File: src/rtl/bch_stream_encoder.sv
`timescale 1ns/1ps
// -----------------------------------------------------------------------------
// bch_stream_encoder
//
// Parametrised systematic binary BCH encoder with serial streaming I/O.
// A K-bit message arrives MSB first on a valid/ready handshake and is passed
// straight through to a single-register output stage. The N-K parity bits
// follow. The parity bits are the remainder of m(x)*x^(N-K) mod g(x), computed
// by a Galois LFSR.
//
// Parameters:
//   N        codeword length in bits (N > K)
//   K        message length in bits (K >= 1)
//   GEN_POLY generator polynomial g(x), N-K+1 bits, bit N-K set
//
// Ports:
//   clk        rising-edge clock
//   rst        asynchronous active-low reset
//   abort      synchronous clear of the codeword in progress (active high)
//   in_valid   message bit valid
//   in_ready   encoder can accept a message bit (combinational)
//   in_data    message bit
//   out_valid  codeword bit valid
//   out_ready  downstream accepts the codeword bit
//   out_data   codeword bit
//   out_last   high with the N-th codeword bit
//   codeword   full codeword           (only with BCH_CW_BUS_EN)
//   cw_valid   one-cycle codeword strobe (only with BCH_CW_BUS_EN)
//
// Optional feature macro: BCH_CW_BUS_EN adds a capture register that
// assembles the serial stream and presents it as a parallel codeword.
// -----------------------------------------------------------------------------
module bch_stream_encoder #(
  parameter int             N        = 63,
  parameter int             K        = 51,
  parameter logic [N-K:0]   GEN_POLY = 13'h1539
) (
  input  logic         clk,
  input  logic         rst,
  input  logic         abort,
  input  logic         in_valid,
  output logic         in_ready,
  input  logic         in_data,
  output logic         out_valid,
  input  logic         out_ready,
  output logic         out_data,
  output logic         out_last
`ifdef BCH_CW_BUS_EN
  ,
  output logic [N-1:0] codeword,
  output logic         cw_valid
`endif
);

  localparam int R  = N - K;
  localparam int CW = $clog2(N);
  localparam logic [CW-1:0] MSG_LAST = CW'(K - 1);
  localparam logic [CW-1:0] PAR_LAST = CW'(R - 1);
  localparam logic [R-1:0]  G_TAPS   = GEN_POLY[R-1:0];

  typedef enum logic {ST_MSG, ST_PAR} state_t;

  state_t        r_state,     w_state_nxt;
  logic [CW-1:0] r_cnt,       w_cnt_nxt;
  logic [R-1:0]  r_par,       w_par_nxt;
  logic          r_out_data,  w_out_data_nxt;
  logic          r_out_valid, w_out_valid_nxt;
  logic          r_out_last,  w_out_last_nxt;
  logic          w_slot_free;
  logic          w_accept;
  logic          w_fb;

  assign w_slot_free = !r_out_valid || out_ready;
  assign in_ready    = (r_state == ST_MSG) && w_slot_free;
  assign w_accept    = in_valid && in_ready;

  // NOTE: every always_comb output gets a default first, so no path through
  // the case/if tree can leave a value unassigned and infer a latch.
  always_comb begin
    w_state_nxt     = r_state;
    w_cnt_nxt       = r_cnt;
    w_par_nxt       = r_par;
    w_out_data_nxt  = r_out_data;
    w_out_valid_nxt = r_out_valid;
    w_out_last_nxt  = r_out_last;
    w_fb            = 1'b0;

    // A consumed bit empties the slot unless something new is loaded below.
    if (w_slot_free) begin
      w_out_valid_nxt = 1'b0;
      w_out_last_nxt  = 1'b0;
    end

    unique case (r_state)
      ST_MSG: begin
        if (w_accept) begin
          w_fb            = in_data ^ r_par[R-1];
          w_par_nxt       = (r_par << 1) ^ (w_fb ? G_TAPS : '0);
          w_out_data_nxt  = in_data;
          w_out_valid_nxt = 1'b1;
          if (r_cnt == MSG_LAST) begin
            w_cnt_nxt   = '0;
            w_state_nxt = ST_PAR;
          end else begin
            w_cnt_nxt = r_cnt + CW'(1);
          end
        end
      end
      ST_PAR: begin
        // Parity shifts out of the LFSR top without feedback.
        if (w_slot_free) begin
          w_out_data_nxt  = r_par[R-1];
          w_par_nxt       = r_par << 1;
          w_out_valid_nxt = 1'b1;
          if (r_cnt == PAR_LAST) begin
            w_out_last_nxt = 1'b1;
            w_cnt_nxt      = '0;
            w_par_nxt      = '0;
            w_state_nxt    = ST_MSG;
          end else begin
            w_cnt_nxt = r_cnt + CW'(1);
          end
        end
      end
      default: ;
    endcase

    // abort drops the codeword in progress, including any bit offered now.
    if (abort) begin
      w_par_nxt       = '0;
      w_cnt_nxt       = '0;
      w_state_nxt     = ST_MSG;
      w_out_valid_nxt = 1'b0;
      w_out_last_nxt  = 1'b0;
    end
  end

  // NOTE: sequential state uses non-blocking assignments so every register
  // samples pre-edge values regardless of statement order.
  always_ff @(posedge clk or negedge rst) begin
    if (!rst) begin
      r_state     <= ST_MSG;
      r_cnt       <= '0;
      r_par       <= '0;
      r_out_data  <= 1'b0;
      r_out_valid <= 1'b0;
      r_out_last  <= 1'b0;
    end else begin
      r_state     <= w_state_nxt;
      r_cnt       <= w_cnt_nxt;
      r_par       <= w_par_nxt;
      r_out_data  <= w_out_data_nxt;
      r_out_valid <= w_out_valid_nxt;
      r_out_last  <= w_out_last_nxt;
    end
  end

  assign out_data  = r_out_data;
  assign out_valid = r_out_valid;
  assign out_last  = r_out_last;

`ifdef BCH_CW_BUS_EN
  logic [N-1:0] r_cap;
  logic [N-1:0] r_codeword;
  logic         r_cw_valid;
  logic         w_load;
  logic         w_done;

  // A bit is loaded into the output register in exactly these two cases.
  assign w_load = !abort && (((r_state == ST_MSG) && w_accept) ||
                             ((r_state == ST_PAR) && w_slot_free));
  assign w_done = !abort && (r_state == ST_PAR) && w_slot_free &&
                  (r_cnt == PAR_LAST);

  // NOTE: the capture register is plain flops, not a RAM, so it is reset
  // like any other register and needs no separate clear sequence.
  always_ff @(posedge clk or negedge rst) begin
    if (!rst) begin
      r_cap      <= '0;
      r_codeword <= '0;
      r_cw_valid <= 1'b0;
    end else begin
      r_cw_valid <= w_done;
      if (abort) begin
        r_cap <= '0;
      end else if (w_load) begin
        r_cap <= {r_cap[N-2:0], w_out_data_nxt};
      end
      // The last presented codeword survives abort until the next one.
      if (w_done) begin
        r_codeword <= {r_cap[N-2:0], w_out_data_nxt};
      end
    end
  end

  assign codeword = r_codeword;
  assign cw_valid = r_cw_valid;
`endif

endmodule

File: config.mk
export PLATFORM = sky130hd
export DESIGN_NAME = bch_stream_encoder
export DESIGN_NICKNAME = d
export VERILOG_FILES = /design/src/rtl/bch_stream_encoder.sv
export SDC_FILE = /design/constraint.sdc
export NUM_CORES = 1
export LEC_CHECK = 0
export CAP_MARGIN = 20
export CORE_MARGIN = 2
export CORE_UTILIZATION = 30
export CTS_BUF_LIST = sky130_fd_sc_hd__clkbuf_8
export CTS_CLUSTER_SIZE = 14
export DETAILED_ROUTE_END_ITERATION = 12
export SKIP_LAST_GASP = 1
export SYNTH_ARGS = -nofsm -noshare
export SYNTH_HDL_FRONTEND = slang
export SYNTH_SLANG_ARGS = --single-unit
File: constraint.sdc
create_clock -name clk -period 3.3 [get_ports clk]
set_input_delay 0.66 -clock clk [delete_from_list [all_inputs] [get_ports clk]]
set_output_delay 0.66 -clock clk [all_outputs]
set_load 0.01 [all_outputs]
==> flow_summary.toml <==
[drt]
drtPass1Iterations = 4
drc = 0
postRouteAntennaNets = 0
drt-initial-drc-count = 57
via_per_inst = 5.217
wl_mm = 2.142
wl_per_cell_um = 13.30
via_count = 840

[sta]
fmax_ghz = 0.3862
drv_slew = 0
tns_ps = 0
finalSetupViolations = 0
slew_headroom = 0.7453
period_share = 0.7847
worst_clock_skew_ps = 3.316
hold_viol_final = 0
rsz0062_at_grt = "no"
tightest_slew_ps = 382.1
fin_crit_ps = 2589

[critical_path]
crit_family = "buffers and inverters"
crit_type = "in2out"
critPathMostFrequentCell = "clkdlybuf4s50_1"
slowest_delay_ps = 480
cp-start-kind = "input port"
worstPathArrival_ps = 1930
end_kind = "primary output"
worst_path_max_delay_cell = "clkdlybuf4s50_1"
crit_buf_inv = 2
cp_max_fo = 6
crit_required_ps = 2640
crit_chain = "clkdlybuf4s50_1, nor2b_2, nor2_1, clkdlybuf4s50_1"

[place]
postPlaceCellArea_um2 = 1220
dp_hpwl_mm = 1.431
gp_congestion = 0.7667
port_buffers = 9

[hold_path]
hold_path_class = "reg2reg"

[synthesis]
syn_avg_cell_area_um2 = 10.65
synth-edff-count = 0
synthesis.area_um2 = 1107
yosysSeqAreaShare = 0.4972
async_reset_ff_frac = 1.000
synth_fp_nets = 112
ys.flop_type = "dfrtp_1"
synthCells = 104
ys_warn_count = 0
synth.distinct_cells = 34
ys_ff_latch = 22

[floorplan]
die_y_um = 64.76
start_util = 0.3071
core_um2 = 3606
dieArea_um2 = 4193
rows = 22
io_pins = 10
dieWidth_um = 64.76

[layout]
synthToLayoutAreaGrowth_pct = 16.38
diodes = 0
drive_gt1_frac = 0.1062
fin_area_um2 = 1289
nNetsFinal = 123

[cts]
cts_made_buffers = 3
cts_root_buf = "clkbuf_8"
htree_levels = 1
clkLatencyLatePin_ps = 260
clkSlewWorstSetupHoldPaths_ps = 70
post_cts.repair.setup_buffers = 0
post_cts_resized = 0
clock_sinks = 22
ctsLongestPathBuffers = 2
hold_buffers = 0
cts_tree = "built"

[job]
maxCapViolCount = 0

[global_routing]
grt_pass1_vias = 778
grt_max_degree = 23
antenna_found_initial = 0
gr-total-overflow = 0
track_usage = 0.1122
grt_pass1_wl_mm = 3.581

[power]
p_per_area_nw_per_um2 = 415.7
vdd_drop_max_v = 0.0001369
p_leak_nw = 0.5525

[status]
status = "finished, final reports clean"
## metal layers
metal / part of all wire / global-route usage / up-vias / routed length, µm
li1: - / - / 404 / -
met1: 0.50 / 0.1449 / 414 / 1067
met2: 0.45 / 0.1701 / 18 / 963
met3: 0.029 / 0.02257 / 4 / 62
met4: 0.023 / 0.07181 / 0 / 49
met5: 0 / 0 / - / 0
## area by class of cell
class | instances | area, µm²
Clock buffer | 3 | 41.29
Inverter | 1 | 3.754
Multi-Input combinational cell | 77 | 515.5
Fill cell | 368 | 2317
Timing Repair Buffer | 10 | 117.6
Sequential cell | 22 | 550.5
Tap cell | 48 | 60.06
## synth_stat cells, types with 2 or more instances
cell type	instances	area, µm²
a21oi_1	3	15.01
a22o_1	8	70.07
a31o_1	2	17.52
and3_1	3	18.77
buf_4	2	15.01
buf_6	2	22.52
dfrtp_1	22	550.5
ha_1	2	25.02
nand2_1	18	67.56
nand2b_1	2	12.51
nand3_1	4	20.02
nor2_1	5	18.77
nor2b_2	2	17.52
o21ai_0	4	20.02
o221ai_1	5	43.79
xor2_1	2	17.52
## report_power, final
part           leakage [nW]  switching [mW]  internal (mW)  total [mW]
Sequential            0.297          0.0157          0.285       0.301
Clock                0.0216          0.0803         0.0814       0.162
Combinational         0.233          0.0386         0.0343      0.0729
## kinds of logic (layout without fill, tap and decap cells)
family                   after synthesis  count (layout)  share of synthesized area
buffers and inverters                  5              14                    0.03728
AO/OA/AOI/OAI                         29              29                     0.2034
AND/OR/NAND/NOR                       44              44                     0.2237
flip-flops                            22              22                     0.4972
XOR/XNOR                               2               2                    0.01582
adder cells (fa/ha/maj)                2               2                    0.02260
## layout by cell type (no fill, tap or decap), drive strengths merged, types with 2 or more instances in the layout
cell type | Yosys | routed
o221ai | 5 | 5
dfrtp | 22 | 22
ha | 2 | 2
nand3 | 4 | 4
nand2b | 2 | 2
clkbuf | 0 | 3
a22o | 8 | 8
xor2 | 2 | 2
and3 | 4 | 4
clkdlybuf4s50 | 0 | 9
nor2b | 3 | 3
nand2 | 18 | 18
a31o | 2 | 2
o21ai | 4 | 4
nor2 | 6 | 6
a21oi | 4 | 4
## worst paths after layout
path                                start   endpoint  slack (ps)  depth (start not counted)
worst max-delay path            out_ready   in_ready         710                          4
worst min-delay path             r_par[0]   r_par[0]         490                          2
worst max register to register   r_cnt[0]   r_par[6]        1610                          5
min in group asynchronous             rst   r_cnt[3]         680                          1
max in group asynchronous             rst  out_valid        2210                          2
worst min register to register   r_par[0]   r_par[0]         490                          2
## worst register-to-register path, cell delays in order, from the launching register on
cell	delay (ps)
dfrtp_1	430
ha_1	220
nor2b_2	210
nand4_2	180
and2_1	280
a22o_1	260
## registers in the layout, summed over array words and instances, names as in the netlist
name,cells
r_par,12
r_cnt,6
out_data,1
out_last,1
out_valid,1
r_state,1
## through the flow
stage | std cells | util | setup slack (ps) | power (mW) | hold WS [ps]
2_1_floorplan | 104 | - | 1642 | 0.3464 | 364.4
3_3_place_gp | 157 | 0.3383 | 744.0 | 0.3726 | 463.9
3_5_place_dp | 157 | 0.3383 | 709.8 | 0.3750 | 470.5
4_1_cts | 160 | 0.3498 | 701.0 | 0.5395 | 489.8
5_1_grt | 161 | 0.3574 | 628.2 | 0.5643 | 528.2
6_report | 161 | 0.3574 | 710.5 | 0.5357 | 485.5
(Power assumes the default switching activity.)
